**src/rtl/sdram_arb_pkg.sv**
```systemverilog
// Shared types and defaults for the two-requester SDRAM arbiter.
// Optional feature macro: ARB_FIXED_PRIO_EN (tie always goes to M0).
// No logic here beyond the tie-break helper used by the top.
package sdram_arb_pkg;

  typedef enum logic [1:0] {
    GNT_NONE = 2'd0,
    GNT_M0   = 2'd1,
    GNT_M1   = 2'd2
  } gnt_t;

  typedef logic id_t;

  localparam id_t ID_M0 = 1'b0;
  localparam id_t ID_M1 = 1'b1;

  localparam int ADDR_W_DEF     = 32;
  localparam int DATA_W_DEF     = 32;
  localparam int PEND_DEPTH_DEF = 8;

  // Choose the next owner from the live requests; last is the most recently served requester.
  function automatic gnt_t arb_pick(input logic r0, input logic r1, input id_t last);
    gnt_t g;
    g = GNT_NONE;
    if (r0 && r1) begin
`ifdef ARB_FIXED_PRIO_EN
      g = GNT_M0;
`else
      g = (last == ID_M0) ? GNT_M1 : GNT_M0;
`endif
    end else if (r0) begin
      g = GNT_M0;
    end else if (r1) begin
      g = GNT_M1;
    end
    return g;
  endfunction

endpackage

```
**src/rtl/sdram_arbiter_pend_fifo.sv**
```systemverilog
// Pending-read ID FIFO: remembers which requester issued each outstanding read.
// Latency: push visible on head/count the next cycle; head is a combinational read of storage.
// Backpressure: full stays asserted for a cycle even if a pop happens; push when full / pop when empty ignored.
module pend_fifo
  import sdram_arb_pkg::*;
#(
  parameter int DEPTH = PEND_DEPTH_DEF
) (
  input  logic clk,
  input  logic rst_n,
  input  logic push,
  input  id_t  push_id,
  input  logic pop,
  output logic full,
  output logic empty,
  output id_t  head
);

  localparam int PW = (DEPTH > 1) ? $clog2(DEPTH) : 1;
  localparam int CW = $clog2(DEPTH) + 1;

  id_t           mem [DEPTH];
  logic [PW-1:0] wr_ptr;
  logic [PW-1:0] rd_ptr;
  logic [CW-1:0] count;
  logic          do_push;
  logic          do_pop;

  assign full    = (count == CW'(DEPTH));
  assign empty   = (count == '0);
  assign head    = mem[rd_ptr];
  assign do_push = push & ~full;
  assign do_pop  = pop & ~empty;

  // Storage write; contents need no reset because count gates every read.
  always_ff @(posedge clk) begin
    if (do_push) begin
      mem[wr_ptr] <= push_id;
    end
  end

  // Pointers and occupancy; power-of-two depth lets the pointers wrap naturally.
  always_ff @(posedge clk) begin
    if (!rst_n) begin
      wr_ptr <= '0;
      rd_ptr <= '0;
      count  <= '0;
    end else begin
      if (do_push) wr_ptr <= wr_ptr + PW'(1);
      if (do_pop)  rd_ptr <= rd_ptr + PW'(1);
      case ({do_push, do_pop})
        2'b10:   count <= count + CW'(1);
        2'b01:   count <= count - CW'(1);
        default: count <= count;
      endcase
    end
  end

endmodule

```
**src/rtl/sdram_arbiter.sv**
```systemverilog
// Two-requester Avalon-MM arbiter in front of one SDRAM controller; routes read data back by issue order.
// Latency: grant registered (1 cycle from idle), downstream mux and readdatavalid routing combinational.
// Backpressure: sdram_waitrequest or a full pending FIFO (reads only) stalls the owner; others always wait. Macro ARB_FIXED_PRIO_EN.
module sdram_arbiter
  import sdram_arb_pkg::*;
#(
  parameter int ADDR_W     = ADDR_W_DEF,
  parameter int DATA_W     = DATA_W_DEF,
  parameter int PEND_DEPTH = PEND_DEPTH_DEF
) (
  input  logic              clk,
  input  logic              rst_n,
  input  logic [ADDR_W-1:0] m0_address,
  input  logic              m0_read,
  input  logic              m0_write,
  input  logic [DATA_W-1:0] m0_writedata,
  output logic              m0_waitrequest,
  output logic [DATA_W-1:0] m0_readdata,
  output logic              m0_readdatavalid,
  input  logic [ADDR_W-1:0] m1_address,
  input  logic              m1_read,
  input  logic              m1_write,
  input  logic [DATA_W-1:0] m1_writedata,
  output logic              m1_waitrequest,
  output logic [DATA_W-1:0] m1_readdata,
  output logic              m1_readdatavalid,
  output logic [ADDR_W-1:0] sdram_address,
  output logic              sdram_read,
  output logic              sdram_write,
  output logic [DATA_W-1:0] sdram_writedata,
  input  logic              sdram_waitrequest,
  input  logic [DATA_W-1:0] sdram_readdata,
  input  logic              sdram_readdatavalid,
  output logic              err
);

  gnt_t gnt;
  gnt_t gnt_nxt;
  id_t  last;
  id_t  eff_last;
  id_t  gnt_id;
  id_t  head;
  logic req0;
  logic req1;
  logic gnt_req;
  logic accept;
  logic reeval;
  logic full;
  logic empty;
  logic push;
  logic pop;
  logic rw_conflict;

  assign req0   = m0_read | m0_write;
  assign req1   = m1_read | m1_write;
  assign gnt_id = (gnt == GNT_M1) ? ID_M1 : ID_M0;

  // Downstream mux and per-port waitrequest; reads are held off while the pending FIFO is full.
  always_comb begin
    sdram_address   = '0;
    sdram_writedata = '0;
    sdram_read      = 1'b0;
    sdram_write     = 1'b0;
    m0_waitrequest  = 1'b1;
    m1_waitrequest  = 1'b1;
    gnt_req         = 1'b0;
    rw_conflict     = 1'b0;
    case (gnt)
      GNT_M0: begin
        sdram_address   = m0_address;
        sdram_writedata = m0_writedata;
        sdram_read      = m0_read & ~full;
        sdram_write     = m0_write;
        m0_waitrequest  = sdram_waitrequest | (m0_read & full);
        gnt_req         = req0;
        rw_conflict     = m0_read & m0_write;
      end
      GNT_M1: begin
        sdram_address   = m1_address;
        sdram_writedata = m1_writedata;
        sdram_read      = m1_read & ~full;
        sdram_write     = m1_write;
        m1_waitrequest  = sdram_waitrequest | (m1_read & full);
        gnt_req         = req1;
        rw_conflict     = m1_read & m1_write;
      end
      default: begin
      end
    endcase
  end

  assign accept = (sdram_read | sdram_write) & ~sdram_waitrequest;

  // Re-arbitrate on a completed transfer or when the owner has dropped its request; a stalled
  // owner is still requesting, so its grant is never revoked. Re-arbitrating an idle owner
  // keeps a requester that finished from locking the other one out.
  assign reeval   = accept | ~gnt_req;
  assign eff_last = accept ? gnt_id : last;
  assign gnt_nxt  = reeval ? arb_pick(req0, req1, eff_last) : gnt;

  assign push = accept & sdram_read;
  assign pop  = sdram_readdatavalid & ~empty;

  pend_fifo #(
    .DEPTH(PEND_DEPTH)
  ) u_pend_fifo (
    .clk     (clk),
    .rst_n   (rst_n),
    .push    (push),
    .push_id (gnt_id),
    .pop     (pop),
    .full    (full),
    .empty   (empty),
    .head    (head)
  );

  assign m0_readdata      = sdram_readdata;
  assign m1_readdata      = sdram_readdata;
  assign m0_readdatavalid = sdram_readdatavalid & ~empty & (head == ID_M0);
  assign m1_readdatavalid = sdram_readdatavalid & ~empty & (head == ID_M1);

  // Grant, last-served and sticky error registers.
  always_ff @(posedge clk) begin
    if (!rst_n) begin
      gnt  <= GNT_NONE;
      last <= ID_M1;
      err  <= 1'b0;
    end else begin
      gnt <= gnt_nxt;
      if (accept) begin
        last <= gnt_id;
      end
      if ((sdram_readdatavalid & empty) | rw_conflict) begin
        err <= 1'b1;
      end
    end
  end

endmodule

```
**config.mk**
```make
export PLATFORM = sky130hd
export DESIGN_NAME = sdram_arbiter
export DESIGN_NICKNAME = d
export VERILOG_FILES = /design/src/rtl/sdram_arb_pkg.sv /design/src/rtl/sdram_arbiter_pend_fifo.sv /design/src/rtl/sdram_arbiter.sv
export SDC_FILE = /design/constraint.sdc
export NUM_CORES = 1
export LEC_CHECK = 0
export ABC_AREA = 1
export CAP_MARGIN = 20
export CORE_AREA = 2 2 117 119
export DETAILED_ROUTE_END_ITERATION = 10
export DIE_AREA = 0 0 119 121
export SYNTH_ARGS = -nofsm -noshare
export SYNTH_HDL_FRONTEND = slang
export SYNTH_SLANG_ARGS = --single-unit
```
**constraint.sdc**
```tcl
create_clock -name clk -period 3.3 [get_ports clk]
set_clock_uncertainty 0.15 [all_clocks]
set_input_delay 0.66 -clock clk [delete_from_list [all_inputs] [get_ports clk]]
set_output_delay 0.66 -clock clk [all_outputs]
set_load 0.05 [all_outputs]
```
======== Yosys cells after proc, flatten, opt, wreduce, memory -nomap -nowiden ========
Memory sizes are Yosys's and may differ from the RTL's. A register that Yosys moved wholly into a read port is not among the register bits.
Cells that the tools add are included.
cells by class
  $add $sub $neg .......................... 4
  eq/ne operators ......................... 5
  mux-type cells .......................... 19
  bitwise operators ....................... 26
  reduce and logical (&&, ||, !) cells .... 3
operator list
  kind                   number
  $pmux W32 S2           2
  $and A1 B1 Y1          14
  $mux W2                4
  $pmux W1 S2            4
  $pmux W4 S2            1
  $or A1 B1 Y1           7
  $add A3 B1 Y3 const B  2
  $mux W1                6
  $mux W3                2
  $not A1 Y1             5
  $add A4 B1 Y4 const B  1
  $eq A2 B1 Y1 const B   2
  $eq A2 B2 Y1 const B   2
  $eq A4 B4 Y1 const B   1
  $logic_not A4 Y1       1
  $sub A4 B1 Y4 const B  1
  $reduce_bool A2 Y1     1
  $logic_and A1 B1 Y1    1
word-level totals
  flip-flop bits (word level) ............. 14
  bits in writable memories ............... 8
  output and inout bits ................... 135
  memories ................................ 1
memories
  memory           words  bits a word  rd ports  clocked after memory_dff  write ports  line                           text
  u_pend_fifo.mem  8      1            1         1                         1            sdram_arbiter_pend_fifo.sv:22  id_t mem [DEPTH];

======== Depth between registers and ports, before layout ========
  word-level depth ........................ 10
  mapped depth ............................ 14
  gate-level depth less buffers ........... 14

======== Hierarchy ========
A second synthesis with hierarchy kept.
unflattened totals
  cell total of the unflattened synthesis .. 464
  area total of the unflattened synthesis .. 2800.2 µm²
modules (own cells, without submodules)
  module         instances  cells each  area each (µm²)  seq. area each (µm²)
  sdram_arbiter  1          343         1776.7           80.1
  pend_fifo      1          121         1023.5           500.5

======== Worst setup path after synthesis ========
OpenSTA, ideal clock, no wires.
  kind .................................... register to output
  from .................................... register gnt[0]
  to ...................................... output sdram_address[0]
  arrival ................................. 1977 ps
  data required time ...................... 2490 ps
  path slack .............................. 513 ps
  cell stages (with the launch flop) ...... 7
  buffers on the path ..................... 2
  cells stage by stage .................... dfxtp_1 inv_1 ha_1 buf_2 buf_1 nand2_1 a21oi_1
between the ends
  cells in the longest elaborated chain, start to end .. 2
  elaborated cells between the ends (all ways) .. 3
  classes of those cells .................. 2 x eq/ne; 1 x mux
RTL lines
  item                                          line                  text
  from (decl)                                   sdram_arbiter.sv:37   gnt_t gnt;
  from (signal assigned)                        sdram_arbiter.sv:129  gnt <= gnt_nxt;
  $eq A2 B2 Y1 or $eq A2 B1 Y1 (tied branches)  sdram_arbiter.sv:68   case (gnt)
  $pmux W32 S2 (*)                              sdram_arbiter.sv:68
  to (decl)                                     sdram_arbiter.sv:27   output logic [ADDR_W-1:0] sdram_address,
Every way passes the cells marked *; elsewhere a longest branch is shown, timed or not.

======== Worst setup path after layout ========
  from .................................... register gnt[1]
  to ...................................... output sdram_writedata[22]
between the ends
  cells in the longest elaborated chain, start to end .. 2
  elaborated cells between the ends (all ways) .. 3
  classes of those cells .................. 2 x eq/ne; 1 x mux
RTL lines
  item                                          line                 text
  $eq A2 B2 Y1 or $eq A2 B1 Y1 (tied branches)  sdram_arbiter.sv:68
  $pmux W32 S2 (*)                              sdram_arbiter.sv:68
  to (decl)                                     sdram_arbiter.sv:30  output logic [DATA_W-1:0] sdram_writedata,
Marked as above.

==> run metrics <==
die outline width about 120 um; first-pass detailed-route iteration total 6; count of boundary I/O pins between 300 and 400; Final Critical Period 2.773 ns; headroom to the max-slew limit between 60% and 70%; final-report hold violation count 0; global-route wire length before repair 15900 um; setup repair after global routing missed its margin no; CP max stage delay 0.48 ns; net count after synthesis 624; core outline area 13090 um^2; worst endpoint data arrival time 1.96 ns; Seq cells post-synth 25; total of cells resized after clock tree synthesis 0; Worst path most repeated cell sky130_fd_sc_hd__buf_4; multi-input logic area 1434 um^2; share of the core filled with cells in the final layout between 30% and 40%; slowest cell on the critical path sky130_fd_sc_hd__ha_2; PortBufs 206; Worst Setup Path Type register to output pin; initial antenna violation count 0; Hold Buf Count CTS 0; final antenna diode count 0; final setup violation count 0; worst-skew pair later-pin latency 0.25 ns; count of filler cells inserted in the layout 1409; power per cell area about 660 nW/um^2; startpoint type of the worst setup path register; vias post-DR roughly 3200; instance area after placement approximately 4300 um^2; TritonCTS clock tree yes; max-cap check violation count 0; portion of the post-synthesis area used by sequential elements 21.57%; DR vias/cell 4.297; cell row count between 40 and 50; Layout area overhead 63.27%; share of synthesized registers carrying an async set or reset 0%; required time at the endpoint of the critical path 2.49 ns; slew of the pin with the lowest slew margin 0.5043 ns; register cell area after layout 580.6 um^2; buffer cell driving the clock tree root sky130_fd_sc_hd__clkbuf_16; number of global-route vias before repair roughly 3200; Total Negative Setup Slacks 0 ns; cell area after synthesis 2691 um^2; total CTS buffers 3; worst hold path class register to register; buffer levels on the longest clock path 2; maximum operating frequency 360.6 MHz; number of setup buffers added after CTS 0; half-perimeter wire length of the detailed placement result slightly below 9000 um; R2R setup slack about 0.80 ns; GRT Total Usage 13.58%; largest vdd supply drop 0.0002897 V; number of synthesized flops with an enable pin 8; mean instance size in the synthesized netlist 6.007 um^2; post-layout instance area 4394 um^2; NumNets Final 756; global placer's final weighted congestion 0.8629; crit-path cells inv_1 -> ha_2 -> buf_4 -> nand2_1 -> a21oi_1 -> buf_4; final number of max-transition violations 0; Cells after DPL 751; leading register cell type out of synthesis sky130_fd_sc_hd__dfxtp_1; nature of the critical path endpoint output pin; crit-path max FO 23; Initial DRC Count roughly 160; initial standard-cell utilization of the core about a fifth; depth of the CTS H-tree 1; clock-pin slew of the registers on the worst-case setup and hold paths 0.06 ns; maximum number of pins on one net before global-route repair 66; share of cells above drive strength 1 around 15%; cells after synthesis around 450; leak pwr 1.808 nW; die height 121 um; Die Outline Area around 14000 um^2; Post-route DRC 0; wire length reported by the detailed router ~11000 um; count of distinct cell types in the synthesized netlist 27; Final Instance Count excl. Fillers 755; clock sink count 25; post-detailed-route wirelength per cell 13.97 um; overall overflow remaining after global route 0; Yosys Warn Count 0; share of the clock period used by the worst path after layout a little over four fifths; Post-DRT Antenna Nets 0; outcome completed
-- synthesized netlist by cell type, drive strengths merged, types with 2 or more instances --
cell type	n	area share, %
edfxtp	8	8.9
clkbuf	4	0.56
nand4	2	1.0
o211ai	2	0.56
xor2	3	1.3
nand3	12	2.2
ha	8	3.7
inv	31	4.3
nor2	25	3.5
dfxtp	17	13
o21ai	15	2.8
a21oi	75	14
buf	82	21
nand2	156	22
nor3	2	0.37
-- routing by layer --
layer	wire length, um	global-route usage [%]
met1	4206	16.24
met2	4902	21.88
met3	1239	6.297
met4	200	3.795
met5	0	0
-- worst paths after layout --
check | start | to | cells past startpoint
min reg2reg | u_pend_fifo.rd_ptr[2]$_SDFFE_PN0P_ | register | 1
max reg2reg | gnt[0]$_SDFFE_PN0P_ | u_pend_fifo.count[2]$_SDFFE_PN0P_ | 11
min | u_pend_fifo.rd_ptr[2]$_SDFFE_PN0P_ | register | 1
max | gnt[1]$_SDFFE_PN0P_ | sdram_writedata[22] | 6
-- layout by cell type (no fill, tap or decap), types with 3 or more instances in the layout --
cell type                         count
sky130_fd_sc_hd__clkdlybuf4s50_1    136
sky130_fd_sc_hd__nor2_1              25
sky130_fd_sc_hd__edfxtp_1             8
sky130_fd_sc_hd__o21ai_0             14
sky130_fd_sc_hd__buf_4               75
sky130_fd_sc_hd__ha_1                 5
sky130_fd_sc_hd__clkbuf_16            3
sky130_fd_sc_hd__ha_2                 3
sky130_fd_sc_hd__inv_1               31
sky130_fd_sc_hd__nand2_1            155
sky130_fd_sc_hd__dfxtp_1             17
sky130_fd_sc_hd__nand3_1             12
sky130_fd_sc_hd__a21oi_1             75
-- where the power goes --
part	total (mW)	leakage, nW	internal [mW]	switching [mW]
combinational	2.20	1.56	0.702	1.50
sequential	0.437	0.213	0.384	0.0539
clock	0.261	0.0382	0.165	0.0966
total	2.90	1.81	1.25	1.65
-- cell families (layout without fill, tap and decap cells) --
| kind of cell | after synthesis | in the layout | synth area share, % |
|---|---|---|---|
| simple gates | 198 | 198 | 29.20 |
| buf+inv | 117 | 248 | 25.43 |
| compound gates | 95 | 95 | 18.13 |
| flops | 25 | 25 | 21.57 |
| fa+ha+maj | 8 | 8 | 3.719 |
| xor+xnor | 4 | 4 | 1.581 |
| mux | 1 | 1 | 0.3719 |
-- cell type report --
cell class,instances,share of cell area [%]
well taps,176,5.011
repair buffers,213,44.70
clock buffers,4,1.794
flip-flops and latches,25,13.21
multi-input cells,306,32.63
inverters,31,2.648
-- through the flow --
step / setup slack (ns) / hold WS (ns) / power (mW)
after floorplan: 0.5127 / 0.2616 / 2.106
after global placement: 0.4488 / 0.2802 / 2.639
after detailed placement: 0.3774 / 0.2871 / 2.658
after CTS: 0.4923 / 0.2921 / 2.927
after global routing: 0.3290 / 0.3201 / 3.093
final: 0.5270 / 0.2893 / 2.904
-- worst max-delay path, delay by kind of cell, from the launching register on --
kind                       cells  cell delay, ns
buffers and inverters          3            0.59
adders and majority gates      1            0.48
and+or+nand+nor                1            0.07
AOI/OAI and AO/OA              1            0.20
DFF                            1            0.35
Note: power is estimated with default switching activity, not from simulation.
